$ cat config.mk
export PLATFORM = sky130hd
export DESIGN_NAME = lut_cfg_writer
export DESIGN_NICKNAME = d
export VERILOG_FILES = /design/src/rtl/lut_cfg_pkg.sv /design/src/rtl/lut_cfg_shifter.sv /design/src/rtl/lut_cfg_writer.sv
export SDC_FILE = /design/constraint.sdc
export NUM_CORES = 1
export LEC_CHECK = 0
export ABC_CLOCK_PERIOD_IN_PS = 1600
export CORE_MARGIN = 1
export CORE_UTILIZATION = 50
export DETAILED_ROUTE_END_ITERATION = 8
export GPL_ROUTABILITY_DRIVEN = 0
export PLACE_DENSITY = 0.85
export SLEW_MARGIN = 20
export SYNTH_ARGS = -nofsm -noshare
export SYNTH_HDL_FRONTEND = slang
export SYNTH_SLANG_ARGS = --single-unit
$ cat constraint.sdc
create_clock -name CLK -period 1.6 [get_ports CLK]
set_clock_uncertainty 0.05 [all_clocks]
set_input_delay 0.4 -clock CLK [delete_from_list [all_inputs] [get_ports CLK]]
set_output_delay 0.4 -clock CLK [all_outputs]
set_load 0.01 [all_outputs]
$ cat src/rtl/lut_cfg_pkg.sv
// Shared types and constants for the serial LUT configuration writer.
package lut_cfg_pkg;
  localparam int LUT4_INIT_BITS = 16;

  typedef enum logic [1:0] {IDLE, SHIFT, DONE} state_t;
endpackage

$ cat src/rtl/lut_cfg_shifter.sv
// Parallel-load, MSB-first shift register with a bit counter that flags the final shift.
module lut_cfg_shifter #(
  parameter int LUT_BITS = 16
) (
  input  logic                gclk,
  input  logic                grst_n,
  input  logic                load,
  input  logic                en,
  input  logic [LUT_BITS-1:0] data,
  output logic                msb_out,
  output logic                last_bit
);
  localparam int CNT_W = $clog2(LUT_BITS);

  logic [LUT_BITS-1:0] shreg;
  logic [CNT_W-1:0]    bit_cnt;

  assign msb_out  = shreg[LUT_BITS-1];
  assign last_bit = (bit_cnt == CNT_W'(LUT_BITS-1));

  // Zero-fill on shift so the output returns to 0 once a word is fully sent.
  always_ff @(posedge gclk or negedge grst_n) begin
    if (!grst_n) begin
      shreg   <= '0;
      bit_cnt <= '0;
    end else if (load) begin
      shreg   <= data;
      bit_cnt <= '0;
    end else if (en) begin
      shreg   <= {shreg[LUT_BITS-2:0], 1'b0};
      bit_cnt <= last_bit ? '0 : bit_cnt + CNT_W'(1);
    end
  end
endmodule

$ cat src/rtl/lut_cfg_writer.sv
// Serial INIT-word writer for a daisy chain of LUTs (CDI/CE), with frame-length checking.
// Optional readback of displaced tail-LUT contents via CDO when LUT_CFG_READBACK_EN is defined.
module lut_cfg_writer
  import lut_cfg_pkg::*;
#(
  parameter int LUT_BITS = LUT4_INIT_BITS,
  parameter int NUM_LUTS = 1
) (
  input  logic                CLK,
  input  logic                RST_N,
  input  logic                IN_VALID,
  output logic                IN_READY,
  input  logic [LUT_BITS-1:0] IN_DATA,
  input  logic                IN_LAST,
  output logic                CDI,
  output logic                CE,
  input  logic                CDO,
  output logic                BUSY,
  output logic                DONE,
  output logic                ERR
`ifdef LUT_CFG_READBACK_EN
  ,
  output logic [LUT_BITS-1:0] RDATA,
  output logic                RVALID
`endif
);
  localparam int WC_W = $clog2(NUM_LUTS+1);

  state_t          state_q, state_d;
  logic [WC_W-1:0] word_cnt;
  logic [WC_W:0]   cnt_inc;
  logic            accept, shift_en, last_q, len_bad_q, msb_out, last_bit, frame_end;

  assign accept    = IN_VALID && IN_READY;
  assign shift_en  = (state_q == SHIFT);
  assign cnt_inc   = {1'b0, word_cnt} + (WC_W+1)'(1);
  assign frame_end = shift_en && last_bit && last_q;
  assign CDI       = msb_out;

  lut_cfg_shifter #(.LUT_BITS(LUT_BITS)) u_shifter (
    .gclk     (CLK),
    .grst_n   (RST_N),
    .load     (accept),
    .en       (shift_en),
    .data     (IN_DATA),
    .msb_out  (msb_out),
    .last_bit (last_bit)
  );

  always_comb begin
    state_d = state_q;
    case (state_q)
      IDLE:    if (accept) state_d = SHIFT;
      SHIFT:   if (last_bit) state_d = last_q ? lut_cfg_pkg::DONE : IDLE;
      default: state_d = IDLE;
    endcase
  end

  // Handshake/status outputs are decoded from the next state so they come straight off flops.
  always_ff @(posedge CLK or negedge RST_N) begin
    if (!RST_N) begin
      state_q  <= IDLE;
      CE       <= 1'b0;
      BUSY     <= 1'b0;
      IN_READY <= 1'b1;
      DONE     <= 1'b0;
    end else begin
      state_q  <= state_d;
      CE       <= (state_d == SHIFT);
      BUSY     <= (state_d != IDLE);
      IN_READY <= (state_d == IDLE);
      DONE     <= (state_d == lut_cfg_pkg::DONE);
    end
  end

  // Overflow flags immediately; a short frame is only known bad when its last word finishes.
  always_ff @(posedge CLK or negedge RST_N) begin
    if (!RST_N) begin
      word_cnt  <= '0;
      last_q    <= 1'b0;
      len_bad_q <= 1'b0;
      ERR       <= 1'b0;
    end else begin
      if (accept) begin
        last_q    <= IN_LAST;
        len_bad_q <= IN_LAST && (cnt_inc != (WC_W+1)'(NUM_LUTS));
        if (word_cnt != WC_W'(NUM_LUTS)) word_cnt <= cnt_inc[WC_W-1:0];
        if (!IN_LAST && (cnt_inc >= (WC_W+1)'(NUM_LUTS))) ERR <= 1'b1;
        else if (word_cnt == '0)                           ERR <= 1'b0;
      end else if (state_q == lut_cfg_pkg::DONE) begin
        word_cnt <= '0;
      end
      if (frame_end && len_bad_q) ERR <= 1'b1;
    end
  end

`ifdef LUT_CFG_READBACK_EN
  // The tail's old INIT word emerges on CDO MSB-first, one bit per CE cycle.
  always_ff @(posedge CLK or negedge RST_N) begin
    if (!RST_N) begin
      RDATA  <= '0;
      RVALID <= 1'b0;
    end else begin
      RVALID <= shift_en && last_bit;
      if (CE) RDATA <= {RDATA[LUT_BITS-2:0], CDO};
    end
  end
`else
  logic cdo_unused;
  assign cdo_unused = CDO;
`endif
endmodule
# Word level (Yosys, flattened, before mapping)
# Cells that the tools add are included.
# W data, S select, Z words.
dict set report classes {
  n_mux 16
  n_eq_ne 7
  order_cmp 1
  reduce_logical 14
  add_sub_neg 2
}
# cell n
set op_table {}
lappend op_table {{$mux W16} 2}
lappend op_table {{$mux W4} 3}
lappend op_table {{$reduce_bool A2 Y1} 4}
lappend op_table {{$mux W1} 7}
lappend op_table {{$logic_and A1 B1 Y1} 6}
lappend op_table {{$mux W2} 3}
lappend op_table {{$add A4 B1 Y4 const B} 1}
lappend op_table {{$eq A2 B1 Y1 const B} 2}
lappend op_table {{$eq A2 B2 Y1 const B} 2}
lappend op_table {{$eq A4 B4 Y1 const B} 1}
lappend op_table {{$logic_not A2 Y1} 2}
lappend op_table {{$pmux W2 S2} 1}
lappend op_table {{$ne A3 B1 Y1 const B} 1}
lappend op_table {{$add A1 B1 Y2 const B} 1}
lappend op_table {{$ge A2 B1 Y1 const B} 1}
lappend op_table {{$ne A2 B1 Y1 const B} 1}
lappend op_table {{$reduce_and A2 Y1} 1}
lappend op_table {{$logic_not A1 Y1} 1}
dict set report totals {
  reg_bits 30
  elab_cells 51
  output_inout_bits 6
}

# Depth between registers and ports, before layout
dict set report depth {
  ltp_word 6
  depth_mapped 6
  ltp_nobuf 4
}

# Hierarchy
# From an unflattened synthesis, not the netlist that was laid out.
dict set report unflattened {
  hier_cells 121
  area_unflattened_um2 1345.0
}
# module area_each_um2 n_inst seq_area_each_um2 cells_per_inst
set by_module_without_submodules {}
lappend by_module_without_submodules {lut_cfg_shifter 947.2 1 500.5 90}
lappend by_module_without_submodules {lut_cfg_writer 397.9 1 251.5 31}

# Worst setup path before layout
# OpenSTA, ideal clock, no wires.
dict set report synth_timing {
  kind {register to register}
  startpoint {register u_shifter.bit_cnt[0]}
  endpoint {register u_shifter.bit_cnt[0]}
  setup_slack_ns 0.207
  t_arrival_ns 1.266
  setup_time_ns 0.077
  stages_incl_launch_ff 5
  n_path_buf 0
  period_less_slack_ns 1.393
  required_ns 1.473
  path_cell_list {dfrtp_1 ha_1 and3_1 or3_1 a21oi_1}
}
dict set report synth_between {
  elab_chain_len 4
  elab_cells_between_ends 5
  classes_between {add/sub: 1; eq/ne: 1; mux: 3}
}
# element line
set synth_rtl {}
lappend synth_rtl {{start: declaration} lut_cfg_shifter.sv:16} ;# logic [CNT_W-1:0] bit_cnt;
lappend synth_rtl {{start signal: assignment} lut_cfg_shifter.sv:31} ;# bit_cnt <= last_bit ? '0 : bit_cnt + CNT_W'(1);
lappend synth_rtl {{$add A4 B1 Y4 / $eq A4 B4 Y1 (equally long branches)} {lut_cfg_shifter.sv:31, lut_cfg_shifter.sv:19}}
lappend synth_rtl {{$mux W4 *} lut_cfg_shifter.sv:31}
lappend synth_rtl {{$mux W4 *} lut_cfg_shifter.sv:29} ;# end else if (en) begin
lappend synth_rtl {{$mux W4 *} lut_cfg_shifter.sv:26} ;# end else if (load) begin
# Mark *: on every way between the ends. The rest lies on a longest branch, timed or not. The select of a mux whose other input is x is not followed.
# A chain may end at the register's enable or synchronous reset.

# Final worst setup path
# Ends and elaborated chain as after synthesis.

==> results.txt <==
- CTS tree: built
- Netlist area before placement: 0.00134 mm2
* Share of cells above drive strength 1: 9.14%
* Sum Neg Setup Slack: 0 ps
- In this run the count of I/O pins placed on the die edge is 27.
* Number of iterations in the first detailed-routing pass: 4
* NumNets Final: between 150 and 200
- Max-cap violations in this run came to 0.
- On the worst path, the slowest cell contributes a delay of 420 ps.
* Port Buffer Count: 25
* Area overhead of the layout relative to synthesis: 24.5%
- Total half-perimeter wirelength after legalization and detailed placement: 1770 um
* PD cells: 1670 mW/mm2
- Wire length of the first global-routing pass: 4130 um
* Starting DRC count in detailed routing: 14
* Clock slew at reported path FFs: 90 ps
* Classification of the worst setup path: register to register
- Distinct cells, synth: 26
- The kind of cell with the highest combined delay along the critical path is simple AND/OR/NAND/NOR gates.
* ANT nets after route: 0
* Post-route core utilization: 66.6%
- In the global route stage, overall resource usage came out at between 20% and 30%.
* Class of the most critical hold timing path: input pin to asynchronous set/reset pin
- The number of hold buffers added after CTS was 0.
- Category of the worst setup path capture point: register
* Remaining DRCs: 0
* Die extent in y: 53.7 um
- The die is 53.7 um wide.
- Yosys warning total: 0
- Summed over all layers, the global routing overflow is 0.
* Critical-path cell list: ha_1, and3_1, or3_1, a21oi_1
- Largest net degree at the start of global routing: 31
* Worst EP arrival: 1700 ps
- Average size of a mapped cell: 9.15 um2
- In this run, synthesis produced a sequential element count of 30.
- Static leakage: 0.000759 uW
- Startpoint kind of the worst setup timing path: register
- After technology mapping, the gate count stands at 146.
- The core region is 0.00250 mm2.
* Level count of the clock H-tree: 2
* Row Count: 18
- Slowest cell on the critical path: sky130_fd_sc_hd__dfrtp_1
* Final Max Slew Viols: 0
* Initial core utilization: a little over half
- For the worst setup path, the data required time is around 1800 ps.
* Critical path buffer and inverter count: 0
- Clock tree synthesis found a total of 30 sinks.
- Result of the run: complete, no violations
* Final worst path period share: 93.9%
* Worst voltage drop across the vdd grid: 0.00107 V
* Total CTS buffers: 5
* Routed via count: 1093
- The later pin in the worst-skew pair is clocked with a latency of 320 ps.
- The number of hold-slack violations in the final timing report came to 0.
* Floorplan die area: 0.00288 mm2
- At the pin with the least slew margin, the transition time is 349 ps.
* Setup repair after global routing missed its margin: false
- After detailed routing, the average wire length per cell comes to 12.4 um.
- Along the worst path, the maximum fanout reaches 5.
* Total Power Consumption: 2780 uW
- In the routed layout, each cell is associated on average with a via count of 5.33.
- Minimum clock period after layout: 1500 ps
- Synthesized net count: 168
- The root buffer cell chosen for the clock tree is sky130_fd_sc_hd__clkbuf_4.
- Seq/Total Area, Yosys: 56.3%
- Launching point of the worst reg2reg path: u_shifter.bit_cnt[0]$_DFFE_PN0P_
- The longest clock path from root to sink contains 2 buffers.
* Number of antenna repair diodes: 0
- Number of antenna violations at the first check in global routing: 0
- Total routed wirelength: 2530 um
* Max frequency: ~0.67 GHz
- In this run the tightest slew margin relative to its limit is 76.7%.
* Setup violators final: 0
* Number of global-route vias before repair: between 900 and 1000
* Start point of the critical path: u_shifter.bit_cnt[0]$_DFFE_PN0P_
- Number of fill cells: ~200
* Final instance area: roughly 0.0017 mm2
- Cell area after placement: 0.00162 mm2
## through the flow
stage | worst slack (ps) | hold WS (ps) | instances
2_1_floorplan | 207 | 54.4 | 146
3_3_place_gp | 84.6 | 406 | 197
3_5_place_dp | 44.1 | 417 | 197
4_1_cts | 15.2 | 377 | 205
5_1_grt | 14.9 | 384 | 205
6_report | 97.9 | 370 | 205
## synthesized netlist by cell type (all sizes together)
master	instances	area (um2)
nor2b	1	6.26
o211ai	1	7.51
ha	1	12.5
nand3b	2	15.0
a211o	1	8.76
buf	7	55.1
nand4	1	6.26
nand2b	1	13.8
a31oi	15	93.8
dfrtp	29	726
and3	3	18.8
xor2	1	8.76
o21ai	3	15.0
and2	1	6.26
mux2i	1	10.0
nor2	20	75.1
a21oi	4	20.0
nand3	3	15.0
a211oi	1	7.51
or3	2	12.5
dfstp	1	26.3
inv	1	3.75
nand2	43	161
clkbuf	3	11.3
## final timing paths
path	to	slack [ps]	cells past startpoint
max in group asynchronous	IN_READY$_DFF_PN1_	900	2
worst min register to register	len_bad_q$_DFFE_PN0P_	440	2
worst max-delay path	u_shifter.bit_cnt[0]$_DFFE_PN0P_	100	4
worst max register to register	u_shifter.bit_cnt[0]$_DFFE_PN0P_	100	4
min in group CLK	len_bad_q$_DFFE_PN0P_	440	2
worst min-delay path	state_q[1]$_DFF_PN0_	370	2
## layout by cell type (no fill, tap or decap), types with 2 or more instances in the layout
cell | netlist | routed
sky130_fd_sc_hd__nand3b_1 | 2 | 2
sky130_fd_sc_hd__buf_4 | 3 | 5
sky130_fd_sc_hd__clkbuf_4 | 0 | 5
sky130_fd_sc_hd__and3_1 | 3 | 3
sky130_fd_sc_hd__a21oi_1 | 4 | 4
sky130_fd_sc_hd__dlygate4sd2_1 | 0 | 5
sky130_fd_sc_hd__a31oi_1 | 15 | 15
sky130_fd_sc_hd__nand2_1 | 43 | 43
sky130_fd_sc_hd__nor2_1 | 20 | 20
sky130_fd_sc_hd__clkdlybuf4s50_1 | 0 | 19
sky130_fd_sc_hd__o21ai_0 | 3 | 3
sky130_fd_sc_hd__or3_1 | 2 | 2
sky130_fd_sc_hd__dfrtp_1 | 29 | 29
sky130_fd_sc_hd__nand3_1 | 3 | 3
## metal layers
| metal | part of all wire [%] | GRT usage (%) |
|---|---|---|
| met5 | 0 | 0 |
| met3 | 4.7 | 5.93 |
| met2 | 50 | 34.2 |
| met1 | 44 | 23.7 |
| met4 | 1.6 | 12.3 |
## where the power goes
group	leakage [uW]	switching [uW]	internal [uW]	total (uW)
Sequential	0.000358	219	1080	1300
Clock	0.0000353	248	213	461
Combinational	0.000366	548	467	1020
Total	0.000759	1010	1760	2780
## what timing repair did
item                       4_1_cts  5_1_grt
setup endpoints to repair        6        1
setup buffers                    0        0
gates resized for setup          6        2
hold endpoints to repair         0        0
## sequential cells by signal, summed over array words and instances (netlist names)
signal	cells
BUSY	1
CE	1
DONE	1
ERR	1
IN_READY	1
last_q	1
len_bad_q	1
state_q	2
u_shifter.bit_cnt	4
u_shifter.shreg	16
word_cnt	1
## worst register-to-register path, delay by kind of cell (launching register included)
| kind | cells | cell delay, ps |
|---|---|---|
| AND/OR/NAND/NOR | 2 | 570 |
| flip-flops | 1 | 420 |
| adder cells (fa/ha/maj) | 1 | 260 |
| AO/OA/AOI/OAI | 1 | 130 |
## layout make-up
class | count | area [um2] | share of cell area [%]
Tap cell | 30 | 37.5 | 2.26
Clock buffer | 7 | 55.1 | 3.31
Multi-Input combinational cell | 105 | 514 | 30.9
Inverter | 1 | 3.75 | 0.226
Sequential cell | 30 | 752 | 45.2
Clock inverter | 1 | 5.00 | 0.301
Timing Repair Buffer | 31 | 297 | 17.8
## cells by family (layout without fill, tap and decap cells)
group	after synthesis	count (layout)	synth area share, %
fa+ha+maj	1	1	0.936
simple gates	77	77	24.7
compound gates	25	25	11.4
mux	1	1	0.749
flops	30	30	56.3
xor+xnor	1	1	0.656
buf+inv	11	40	5.24
(Power assumes the default switching activity.)
